### src/rtl/sd_adc_decim_pkg.sv
// Shared audio package: PCM sample format used by the DAC, the synth mixer and this ADC.
// Offset binary: 0x0000 = most negative, 0x8000 = mid-scale, 0xFFFF = most positive.
package sd_adc_decim_pkg;

   localparam int unsigned PCM_W = 16;

   typedef logic [PCM_W-1:0] pcm_t;

   localparam pcm_t PCM_MID = 16'h8000;
   localparam pcm_t PCM_MAX = 16'hFFFF;

endpackage

### src/rtl/cic2_decim.sv
// Second-order CIC decimator for a 1-bit stream: integrators, phase counter, combs and
// saturation of the R^2 full-scale result into 16-bit offset binary.
module cic2_decim
   import sd_adc_decim_pkg::*;
#(
   parameter int unsigned DECIM_LOG2 = 8
) (
   input  logic clk,
   input  logic rst,
   input  logic enable,
   input  logic bit_in,
   output pcm_t sample,
   output logic tick
);

   localparam int unsigned W  = 2 * DECIM_LOG2 + 1;
   // Wide enough to hold W bits and to expose the bit above the PCM range.
   localparam int unsigned YW = (W > PCM_W) ? W : PCM_W + 1;

   logic [W-1:0]          i1_q, i2_q, d1_q, d2_q;
   logic [W-1:0]          c1, y;
   logic [YW-1:0]         y_ext;
   logic [DECIM_LOG2-1:0] phase_q;

   assign tick  = enable & (&phase_q);
   assign c1    = i2_q - d1_q;
   assign y     = c1 - d2_q;
   assign y_ext = YW'(y);

   assign sample = (|y_ext[YW-1:PCM_W]) ? PCM_MAX : y_ext[PCM_W-1:0];

   always_ff @(posedge clk or posedge rst) begin
      if (rst) begin
         i1_q    <= '0;
         i2_q    <= '0;
         d1_q    <= '0;
         d2_q    <= '0;
         phase_q <= '0;
      end else if (!enable) begin
         i1_q    <= '0;
         i2_q    <= '0;
         d1_q    <= '0;
         d2_q    <= '0;
         phase_q <= '0;
      end else begin
         // Integrators wrap modulo 2^W; the comb differences stay exact regardless.
         i1_q    <= i1_q + {{(W-1){1'b0}}, bit_in};
         i2_q    <= i2_q + i1_q;
         phase_q <= phase_q + 1'b1;
         if (tick) begin
            d1_q <= i2_q;
            d2_q <= c1;
         end
      end
   end

endmodule

### src/rtl/sd_adc_decim.sv
// Delta-sigma ADC receive path: comparator synchroniser, 1-bit feedback, CIC decimation,
// warm-up suppression and a valid/ready output register with a sticky overrun flag.
module sd_adc_decim
   import sd_adc_decim_pkg::*;
#(
   parameter int unsigned DECIM_LOG2  = 8,
   parameter int unsigned SYNC_STAGES = 2
) (
   input  logic clk,
   input  logic rst,
   input  logic enable,
   input  logic comp_in,
   output logic fb_out,
   output pcm_t pcm,
   output logic pcm_valid,
   input  logic pcm_ready,
   output logic overrun,
   input  logic ovr_clr
);

   logic [SYNC_STAGES-1:0] sync_q;
   logic                   bit_s;
   logic                   fb_q;
   logic [1:0]             warm_q;
   pcm_t                   sample;
   logic                   tick;
   logic                   new_sample;
   logic                   xfer;
   pcm_t                   pcm_q, pcm_d;
   logic                   valid_q, valid_d;
   logic                   ovr_q, ovr_d;

   assign bit_s = sync_q[SYNC_STAGES-1];

   cic2_decim #(
      .DECIM_LOG2 (DECIM_LOG2)
   ) u_cic (
      .clk    (clk),
      .rst    (rst),
      .enable (enable),
      .bit_in (bit_s),
      .sample (sample),
      .tick   (tick)
   );

   // The first two comb outputs after a restart still contain pre-start history.
   assign new_sample = tick & (warm_q == 2'd2);
   assign xfer       = valid_q & pcm_ready;

   always_comb begin
      pcm_d   = pcm_q;
      valid_d = valid_q;
      ovr_d   = ovr_q;
      if (!enable) begin
         valid_d = 1'b0;
      end else if (new_sample) begin
         pcm_d   = sample;
         valid_d = 1'b1;
      end else if (xfer) begin
         valid_d = 1'b0;
      end
      if (ovr_clr) begin
         ovr_d = 1'b0;
      end
      if (new_sample && valid_q && !pcm_ready) begin
         ovr_d = 1'b1;
      end
   end

   always_ff @(posedge clk or posedge rst) begin
      if (rst) begin
         sync_q  <= '0;
         fb_q    <= 1'b0;
         warm_q  <= 2'd0;
         pcm_q   <= '0;
         valid_q <= 1'b0;
         ovr_q   <= 1'b0;
      end else begin
         sync_q  <= {sync_q[SYNC_STAGES-2:0], comp_in};
         fb_q    <= bit_s;
         pcm_q   <= pcm_d;
         valid_q <= valid_d;
         ovr_q   <= ovr_d;
         if (!enable) begin
            warm_q <= 2'd0;
         end else if (tick && (warm_q != 2'd2)) begin
            warm_q <= warm_q + 2'd1;
         end
      end
   end

   assign fb_out    = fb_q;
   assign pcm       = pcm_q;
   assign pcm_valid = valid_q;
   assign overrun   = ovr_q;

endmodule

### config.mk
export PLATFORM = sky130hd
export DESIGN_NAME = sd_adc_decim
export DESIGN_NICKNAME = d
export VERILOG_FILES = /design/src/rtl/sd_adc_decim_pkg.sv /design/src/rtl/cic2_decim.sv /design/src/rtl/sd_adc_decim.sv
export SDC_FILE = /design/constraint.sdc
export NUM_CORES = 1
export LEC_CHECK = 0
export CORE_MARGIN = 8
export CORE_UTILIZATION = 55
export DETAILED_ROUTE_END_ITERATION = 16
export PLACE_DENSITY = 0.81
export SLEW_MARGIN = 20
export SYNTH_ARGS = -nofsm -noshare
export SYNTH_HDL_FRONTEND = slang
export SYNTH_SLANG_ARGS = --single-unit
### constraint.sdc
create_clock -name clk -period 3.7 [get_ports clk]
set_input_delay 0.555 -clock clk [delete_from_list [all_inputs] [get_ports clk]]
set_output_delay 0.555 -clock clk [all_outputs]
set_load 0.05 [all_outputs]
-- Word level (Yosys, flattened, before mapping)
Cells that the tools add are included.
W data, S select, Z words.
- word-level logic and storage cells: 47
- bits of input ports: 6
- output and inout bits: 19
- bits in registers: 99
- bitwise logic cells: 3
- reductions and logical operators: 7
- multiplexer cells: 15
- add/sub/neg operators: 6
- eq/ne operators: 5
- operators with widths (cell ; number):
    $mux W17 ; 6
    $sub A17 B17 Y17 ; 2
    $add A17 B1 Y17 ; 1
    $add A17 B17 Y17 ; 1
    $mux W16 ; 1
    $add A8 B1 Y8 const B ; 1
    $mux W8 ; 1
    $reduce_and A8 Y1 ; 1
    $mux W1 ; 5
    $mux W2 ; 2
    $ne A2 B1 Y1 const B ; 2
    $and A1 B1 Y1 ; 3
    $logic_and A1 B1 Y1 ; 3
    $ne A3 B1 Y1 const B ; 1
    $add A2 B1 Y2 const B ; 1
    $eq A2 B2 Y1 const B ; 1
    $ne A2 B2 Y1 const B ; 1
    $reduce_and A2 Y1 ; 1
    $reduce_bool A2 Y1 ; 1
    $logic_not A1 Y1 ; 1

-- Depth between registers and ports, before layout
- word-level depth: 6
- mapped depth: 20
- depth with buffers taken out: 18

-- By module
From an unflattened synthesis, not the netlist that was laid out.
- cell total of the unflattened synthesis: 701
- area total of the unflattened synthesis: 6309.8 µm²
- modules (own cells, without submodules) (module ; cells an instance ; area an instance (µm²) ; times used ; sequential area each (µm²)):
    cic2_decim ; 647 ; 5402.7 ; 1 ; 1901.8
    sd_adc_decim ; 54 ; 907.1 ; 1 ; 575.6

-- Least setup slack after synthesis
OpenSTA, ideal clock, no wires.
- path kind: reg2reg
- start: register u_cic.i2_q[0]
- end: register pcm_q[10], in the netlist pcm[10]
- required time: 3.547 ns
- clock period less this slack: 3.803 ns
- stages on the path, launching flop included: 21
- path buffers: 2
- slack: -0.103 ns
- setup time: 0.153 ns
- arrival: 3.650 ns
- path through: dfrtp_1 inv_1 ha_1 fa_1 nor2b_4 o31a_1 nor3_1 o21bai_1 a21o_1 a31oi_1 xnor2_1 ha_1 clkbuf_1 or3_1 o21ai_0 a31o_2 o21ai_0 a21oi_1 xnor2_2 buf_6 a31oi_2
- cells in the longest elaborated chain, start to end: 3
- ends and longest elaborated chain (item ; line ; text):
    from (decl) ; cic2_decim.sv:20 ; logic [W-1:0] i1_q, i2_q, d1_q, d2_q;
    from (signal assigned) ; cic2_decim.sv:48 ; i2_q <= i2_q + i1_q;
    $sub A17 B17 Y17 ; cic2_decim.sv:26 ; assign c1 = i2_q - d1_q;
    $sub A17 B17 Y17 ; cic2_decim.sv:27 ; assign y = c1 - d2_q;
    $mux W16 ; cic2_decim.sv:30 ; assign sample = (|y_ext[YW-1:PCM_W]) ? PCM_MAX : y_ext[PCM_W-1:0];
    to (signal assigned) ; sd_adc_decim.sv:81 ; pcm_q <= pcm_d;
    to (decl) ; sd_adc_decim.sv:29 ; pcm_t pcm_q, pcm_d;
Every way passes these cells.
A chain may end at the register's enable or synchronous reset.

-- Final worst setup path
- start: register u_cic.d1_q[0]
- end: register pcm_q[10], in the netlist pcm[10]
- cells in the longest elaborated chain, start to end: 3
- ends and longest elaborated chain (item ; line ; text):
    from (decl) ; cic2_decim.sv:20 ;
    from (signal assigned) ; cic2_decim.sv:51 ; d1_q <= i2_q;
    $sub A17 B17 Y17 ; cic2_decim.sv:26 ;
    $sub A17 B17 Y17 ; cic2_decim.sv:27 ;
    $mux W16 ; cic2_decim.sv:30 ;
Every way passes these cells.

==> reports/qor.yml <==
status: "complete, but fails checks"
violations: "negative setup slack"
seq_area_frac_synth_pct: 39.5
worstSetupStartpointType: "flop"
met2WireLength_um: 6530
wl_met1_um: 5670
worstPathArrival_ns: 3.98
io_buffers: 24
peakVddDrop_uv: 695
overflow: 0
finalCritPeriodShare_pct: 102
drv_slew: 0
first_iter_violations: 360
ys_ff_latch: 99
worst_pin_slew_ns: 0.702
clk_latency_ns: 0.36
multi_input_area_um2: 3540
drive_gt1_share_pct: 11.5
reg2reg_from: "u_cic.d1_q[0]$_DFFE_PP0P_"
dr.pass1.iters: 5
fin_nets: 793
layout_common_cells: "dfrtp_1, nand2_1, nor2_1"
syn_area_um2: 6270
synth_fp_nets: 757
hp-class: "reg -> reg"
start_util_pct: 55.6
grt_setup_unrepaired: "yes"
core_area_um2: 11300
rows: 39
ys.warnings.count: 0
ant_nets: 0
synth_edf_count: 0
wire_per_inst_um: 14.8
fin_tns_setup_ns: -0.595
final-setup-viol-count: 16
dp_hpwl_um: 9360
ctsHtreeMaxLevel: 3
cp_cell_sequence: "ha_2 -> fa_2 -> nor2b_4 -> o31a_1 -> buf_4 -> a41oi_2 -> a21oi_2 -> a21o_1 -> a21oi_2 -> xnor2_1 -> ha_1 -> buf_4 -> a21oi_1 -> o21ai_2 -> a21oi_2 -> xnor2_2 -> buf_4 -> clkbuf_16 -> a31oi_2"
endpoint_kind: "flop"
track_usage_pct: 18.3
routed.top_layer: "met4"
synth.top_cells.by_area: "dfrtp_1, ha_1, a21oi_1, nand2_1, nor2_1"
crit_type: "reg -> reg"
period_needed_ns: 3.76
powerDensity_nw_per_um2: 445
pre_cts_slack_ns: -0.0905
cts_made_buffers: 9
grt_pass1_wl_um: 22300
die_w_um: 123
layout_commonest_cell: "dfrtp_1"
synth_cell_types: 60
hold_viol_final: 0
maxCapViolations: 0
ff_latch_area_um2: 2480
skew_ns: 0.00689
crit_fanout: 8
max_slew_margin_pct: 53.1
diodes: 0
die_area_um2: 15100
via_count: 4956
grt_max_degree: 56
die_h_um: 123
routed_wl_um: 13000
p_leak_uw: 0.00321
synth-main-ff-cell: "dfrtp_1"
hold_start: "sync_q[0]$_DFF_PP0_"
clk_pin_slew_ns: 0.07
vias_per_cell: 5.63
area_delta_synth_final_pct: 14.7
drc: 0
yosysTopAreaCellShare_pct: 39.5
cts_root_buffer: "clkbuf_16"
synth_top_area_cell: "dfrtp_1"
whs_ns: 0.350
crit_start: "u_cic.d1_q[0]$_DFFE_PP0P_"
crit_required_ns: 3.93
async_reset_ff_share_pct: 100
slowest_delay_ns: 0.42
place.gp.congestion: 0.891
cts_tree: "yes"
syn_inst: 696
cp_slowest_cell: "fa_2"
antenna_found_initial: 0
wl_met3_um: 584
cts_buffer_depth: 2
fmax_mhz: 266
timing.final.ws_setup_ns: -0.0575
avgSynthCellArea_um2: 9.01
grt_pass1_vias: 5012
cts_sinks: 99
fillCellCount: 887
ios: 25
==> critical path, delay by kind of cell, from the launching register on <==
family / cells / cell delay (ns)
compound gates: 9 / 1.26
xor+xnor: 2 / 0.27
fa+ha+maj: 3 / 0.94
buf+inv: 4 / 0.62
flops: 1 / 0.38
simple gates: 1 / 0.13
==> flip-flops by register name (all words and copies together) (netlist names) <==
signal	count
u_cic.d1_q	17
sync_q	2
pcm_valid	1
u_cic.d2_q	17
fb_out	1
u_cic.i2_q	17
u_cic.phase_q	8
overrun	1
pcm	16
u_cic.i1_q	17
warm_q	2
==> repair_timing <==
action,in CTS,in global routing
gates cloned,0,1
pin swaps,1,9
hold buffers,0,0
endpoints found under the setup margin,15,16
buffers inserted,1,4
resized for setup,5,4
==> kinds of logic (layout without fill, tap and decap cells) <==
kind of cell             Yosys count  in the layout  share of synthesized area [%]
AND/OR/NAND/NOR                  230            230                           16.8
AO/OA/AOI/OAI                    174            174                           18.8
flip-flops                        99             99                           39.5
buffers and inverters             77            118                           4.73
XOR/XNOR                          57             57                           8.20
adder cells (fa/ha/maj)           55             55                           11.3
multiplexers                       4              4                          0.659
==> cell usage after synthesis (3+ instances only) <==
library cell	instances
a31o_2	6
a31oi_2	9
inv_1	50
and3_1	6
o21a_1	6
fa_1	3
a211oi_1	5
a31oi_1	11
ha_1	52
o21bai_1	8
nand2_1	73
o21ai_1	3
nor3_1	10
and2_1	10
a21oi_1	58
mux2i_1	3
nand4_1	7
xor2_1	26
clkbuf_1	23
xnor2_1	29
nand3_1	28
dfrtp_1	99
nand2b_1	3
or3_1	13
a21o_1	17
o21ai_0	24
nor2_1	71
==> metrics by stage <==
stage	util, %	area [um2]	std cells	power, uW
6_report	63.8	7190	880	3200
5_1_grt	63.8	7190	880	3360
4_1_cts	63.1	7120	875	3070
3_5_place_dp	60.2	6790	858	2070
3_3_place_gp	60.2	6790	858	2040
2_1_floorplan	-	6290	696	1850
==> routing by layer <==
layer,track usage (%),vias to the layer above
met5,0,-
met1,20.6,2352
met3,5.38,15
met2,32.6,93
li1,-,2496
met4,5.56,0
==> final timing paths <==
| path | to | slack, ns | depth (start not counted) |
|---|---|---|---|
| worst max-delay path | pcm[10]$_DFFE_PP0P_ | -0.06 | 19 |
| worst max register to register | pcm[10]$_DFFE_PP0P_ | -0.06 | 19 |
| worst min-delay path | sync_q[1]$_DFF_PP0_ | 0.35 | 0 |
| worst min register to register | sync_q[1]$_DFF_PP0_ | 0.35 | 0 |
| min in group asynchronous | pcm[1]$_DFFE_PP0P_ | 0.62 | 2 |
| max in group asynchronous | u_cic.i2_q[14]$_DFF_PP0_ | 2.39 | 3 |
==> final cells by class <==
| class | count | area share, % |
|---|---|---|
| clock buffers | 10 | 3.32 |
| clock inverters | 6 | 1.01 |
| inverters | 51 | 2.70 |
| multi-input cells | 520 | 49.3 |
| flip-flops and latches | 99 | 34.5 |
| well taps | 143 | 2.49 |
| repair buffers | 51 | 6.75 |
==> report_power, final <==
| group | total [uW] | internal [uW] | switching, uW |
|---|---|---|---|
| combinational | 1110 | 536 | 576 |
| clock | 977 | 549 | 427 |
| sequential | 1110 | 1100 | 13.4 |
| total | 3200 | 2180 | 1020 |
No activity file was read; power rests on OpenSTA's default activity.
==> RTL edit 1: new RTL, same settings <==
`DECIM_LOG2` is set to 8 in 2 places; all go to 9.
--- a/src/rtl/cic2_decim.sv
+++ b/src/rtl/cic2_decim.sv
@@ -4,5 +4,5 @@
    import sd_adc_decim_pkg::*;
 #(
-   parameter int unsigned DECIM_LOG2 = 8
+   parameter int unsigned DECIM_LOG2 = 9
 ) (
    input  logic clk,
--- a/src/rtl/sd_adc_decim.sv
+++ b/src/rtl/sd_adc_decim.sv
@@ -4,5 +4,5 @@
    import sd_adc_decim_pkg::*;
 #(
-   parameter int unsigned DECIM_LOG2  = 8,
+   parameter int unsigned DECIM_LOG2  = 9,
    parameter int unsigned SYNC_STAGES = 2
 ) (
Function: same outputs for any inputs over 10 cycles, from zero or initial values and one cycle with rst high; that may be too few to reach the edited logic, so the function may still have changed.
==> RTL edit 1 against the unedited design <==
The flow still finishes with violations (setup timing); final cell count rose by 17%; power rose by 9.3%; combinational power rose by 14%; routed wire length is 26% higher; setup slack worse by 0.41 ns; cell area up 21%; fmax decreased by 9.9%; synthesized area increased by 12%; sequential cell count increased by 9; die area rose by 10%; largest power group is now combinational cells.
==> RTL edit 1: results (changes against the unedited design) <==
drt:
  dr.pass1.iters: 5  # unchanged
  wl_per_cell_um: 15.8  # +7.4%
  drt_iter0_drc: 356  # -1.1%
  vias: 5954  # +20%
  viasPerCell: 5.76  # +2.3%
cells_and_area:
  nonClkBufAreaFrac: 0.116  # +0.0482
  num_antenna_cells: 0  # unchanged
  fillers: 913  # +2.9%
  clkbuf_count: 9  # -1
  nNonClkBuffers: 124  # +140%
  multi_input_area_share: 0.488  # -0.00424
  fin_nets: 926  # +17%
  seq_cell_count: 108  # +9.1%
  drive_gt1_frac: 0.193  # +0.0775
  multi_input_cells: 560  # +7.7%
  clkCellAreaFrac: 0.0351  # -0.00826
  regArea_mm2: 0.00270  # +9.1%
  inv_count: 55  # +7.8%
synth:
  synth_mux_area_frac: 0.0476  # +0.0410
  synth_fp_nets: 809  # +6.9%
  synthDistinctLibCells: 72  # +20%
  yosysSeqAreaShare: 0.385  # -0.0104
  synth_compound_area_frac: 0.166  # -0.0221
  synth-xor-area-share: 0.0746  # -0.00738
  synthAdderAreaFrac: 0.114  # +0.000294
  ys_async_sr_fraction: 1.00  # unchanged
  synth_area_leaders: "dfrtp_1, ha_1, nor2_1"
  syn_avg_cell_area_um2: 9.48  # +5.2%
  synth_common_cells: "dfrtp_1, nor2_1, ha_1"
clocking:
  cts_htree_levels: 3  # unchanged
  path_clk_slew_ns: 0.07  # about the same
  cts-root-buf: "clkbuf_16"
outcome:
  violations: "setup timing"
  status: "finished with violations"
global_routing:
  grtUsageTotal: 0.201  # +0.0185
  grt_pass1_vias: 6110  # +22%
  grt_max_degree: 74  # +32%
  gr-usage-met2: 0.356  # +0.0304
  gr-usage-met3: 0.0308  # -0.0230
  grt_first_pass_wirelength_mm: 27.2  # +22%
  grt_use_met1: 0.228  # +0.0215
setup_path:
  worstRegToRegCells: 17  # -2
  r2r_end: "pcm[12]"
  worstPathArrival_ns: 4.42  # +0.44 ns
  timing.rr.start: "u_cic.i2_q[0]"
  path_max_fanout: 7  # -1
timing:
  setup_viol: 16  # unchanged
  finClkSkew_ns: 0.00839  # +0.00150 ns
  setup_slack_ns: -0.472  # -0.414 ns
  worst_pin_slew_ns: 0.725  # +0.0227 ns
place:
  dp_hpwl_mm: 11.6  # +24%
  placed_cells: 1008  # +17%
  gp_congestion: 0.870  # -2.4%
  port-buffer-count: 24  # unchanged
min_path:
  min_from: "sync_q[0]"
  holdPathEnd: "sync_q[1]"
  min_path_cells: 0  # unchanged
power:
  p_leak_nw: 4.02  # +25%
  worst_ir_drop_vdd_mv: 0.276  # -60%
[RTL edit 1: routing by layer]
| metal | vias up | part of all wire |
|---|---|---|
| met2 | 172 | 0.51 |
| met3 | 52 | 0.037 |
| met4 | 0 | 0.037 |
| met5 | - | 0 |
| li1 | 2864 | - |
| met1 | 2866 | 0.42 |
[RTL edit 1: critical path: stages, from the launching register on]
cell and delay, ns:
dfrtp_1 0.38, inv_1 0.06, ha_2 0.18, fa_2 0.20, nand2b_4 0.14, a21oi_4 0.07, o41ai_4 0.34, o21ai_2 0.13
a2111oi_2 0.44, o21ai_0 0.19, nor2b_1 0.17, ha_1 0.37, nor4_1 0.09, a2111oi_1 0.32, o211ai_1 0.16, buf_4 0.21
xor2_4 0.19, o32a_2 0.42
[RTL edit 1: what timing repair did]
action / 4_1_cts / 5_1_grt
setup buffers: 6 / 3
gates resized for setup: 15 / 9
hold buffers: 0 / 0
gates cloned: 2 / 0
pin swaps: 3 / 2
endpoints found under the setup margin: 16 / 16
[RTL edit 1: metrics by stage]
step,hold slack (ns),setup slack [ns],TNS (ns),total power [mW],area (um^2)
floorplan,0.331,-0.175,-2.12,1.98,7070
global placement,0.336,-0.439,-6.71,2.26,8130
detailed placement,0.337,-0.621,-9.49,2.30,8130
CTS,0.353,-0.445,-6.55,3.45,8590
global route,0.362,-0.716,-10.66,3.66,8670
finish,0.352,-0.472,-7.11,3.50,8670
[RTL edit 1: power breakdown]
part | switching [mW] | internal (mW)
clock network | 0.433 | 0.585
registers | 0.0108 | 1.19
logic | 0.669 | 0.605
total | 1.11 | 2.38
[RTL edit 1: cells by family after synthesis]
family                   Yosys count
flip-flops                       108
multiplexers                      33
AO/OA/AOI/OAI                    161
XOR/XNOR                          59
AND/OR/NAND/NOR                  243
buffers and inverters             75
adder cells (fa/ha/maj)           62
==> RTL edit 2: new RTL, same flow settings <==
Without the edit above. Reset style: synchronous (`rst`), changed in 2 clocked blocks.
--- a/src/rtl/cic2_decim.sv
+++ b/src/rtl/cic2_decim.sv
@@ -30,5 +30,5 @@
    assign sample = (|y_ext[YW-1:PCM_W]) ? PCM_MAX : y_ext[PCM_W-1:0];
 
-   always_ff @(posedge clk or posedge rst) begin
+   always_ff @(posedge clk) begin
       if (rst) begin
          i1_q    <= '0;
--- a/src/rtl/sd_adc_decim.sv
+++ b/src/rtl/sd_adc_decim.sv
@@ -68,5 +68,5 @@
    end
 
-   always_ff @(posedge clk or posedge rst) begin
+   always_ff @(posedge clk) begin
       if (rst) begin
          sync_q  <= '0;
Check against the original RTL: differs if rst is asserted again (counterexample within 4 cycles, from zero or initial values and one cycle with rst high); with rst held inactive, the same outputs for 10 cycles.
==> RTL edit 2 against the unedited design <==
The run still ends with setup timing left; routed wire length shrank 2.6%; sequential share of layout area fell by 5.7 points; cell area fell by 3.8%; fmax fell by 0.52%; setup slack got worse by 0.020 ns; sequential cell count is the same; first-iteration DRC count fell by 16%; synthesized area fell by 8.8%.
Power is not compared: it rests on default switching activity, and its combinational part moved more than twofold at a synthesized area within 25%.
==> RTL edit 2: results (changes against the unedited design) <==
min_path:
  holdPathEnd: "u_cic.d1_q[8]"
setup_path:
  worstRegToRegCells: 17  # -2
  crit_end: "pcm[15]"
  startpoint: "u_cic.d1_q[1]"
  path_max_fanout: 4  # -4
cells_and_area:
  regArea_mm2: 0.00199  # -20%
  drive_gt1_frac: 0.185  # +0.0698
  fillers: 780  # -12%
synth:
  syn_avg_cell_area_um2: 8.41  # -6.6%
  synth_area_leaders: "dfxtp_1, ha_1, nand2_1"
  yosys.area.top_type: "dfxtp_1"
  yosysSeqAreaShare: 0.347  # -0.0486
  synthAdderAreaFrac: 0.124  # +0.0109
  synth_common_cells: "dfxtp_1, nand2_1, nor2_1"
global_routing:
  gr-usage-met2: 0.316  # -0.0100
  grt_use_met1: 0.211  # +0.00478
  grtUsageTotal: 0.180  # -0.00333
  grt_pass1_vias: 4763  # -5.0%
drt:
  met1_length_mm: 5.53  # -2.4%
  dr.pass1.iters: 4  # -1
clocking:
  cts-root-buf: "clkbuf_8"
  postCtsSetupBuffers: 17  # +16
  path_clk_slew_ns: 0.11  # +0.04 ns
  clk_latency_ns: 0.38  # +0.02 ns
timing:
  setup_tns_ns: -0.269  # +0.326 ns
  slew_headroom: 0.432  # -0.0988
  timing.hold.ws_ns: 0.459  # +0.110 ns
  setup_viol: 10  # -6
  setup_slack_ns: -0.0773  # -0.0198 ns
place:
  dp_slack_ns: -0.240  # -0.150 ns
  placed_cells: 848  # -1.2%
outcome:
  status: "finished with violations"
  violations: "setup timing"
[RTL edit 2: power groups by stage]
| stage | registers, mW | clock network (mW) | logic (mW) |
|---|---|---|---|
| 2_1_floorplan | 1.09 | 0 | 0.0227 |
| 3_3_place_gp | 1.09 | 0 | 0.0382 |
| 3_5_place_dp | 1.09 | 0 | 0.0390 |
| 4_1_cts | 1.07 | 0.772 | 0.0401 |
| 5_1_grt | 1.07 | 0.813 | 0.0446 |
| 6_report | 1.07 | 0.760 | 0.0405 |
[RTL edit 2: final cells by class]
type | count | share of cell area
clock buffers | 9 | 0.0179
clock inverters | 7 | 0.0130
inverters | 42 | 0.0231
multi-input cells | 515 | 0.538
flip-flops and latches | 99 | 0.287
well taps | 136 | 0.0246
repair buffers | 79 | 0.0960
[RTL edit 2: worst max-delay path: cells and delay by family (launching register included)]
kind | cells | cell delay (ns)
buf+inv | 1 | 0.04
flops | 1 | 0.35
fa+ha+maj | 2 | 0.47
xor+xnor | 1 | 0.21
compound gates | 9 | 1.81
simple gates | 4 | 0.80
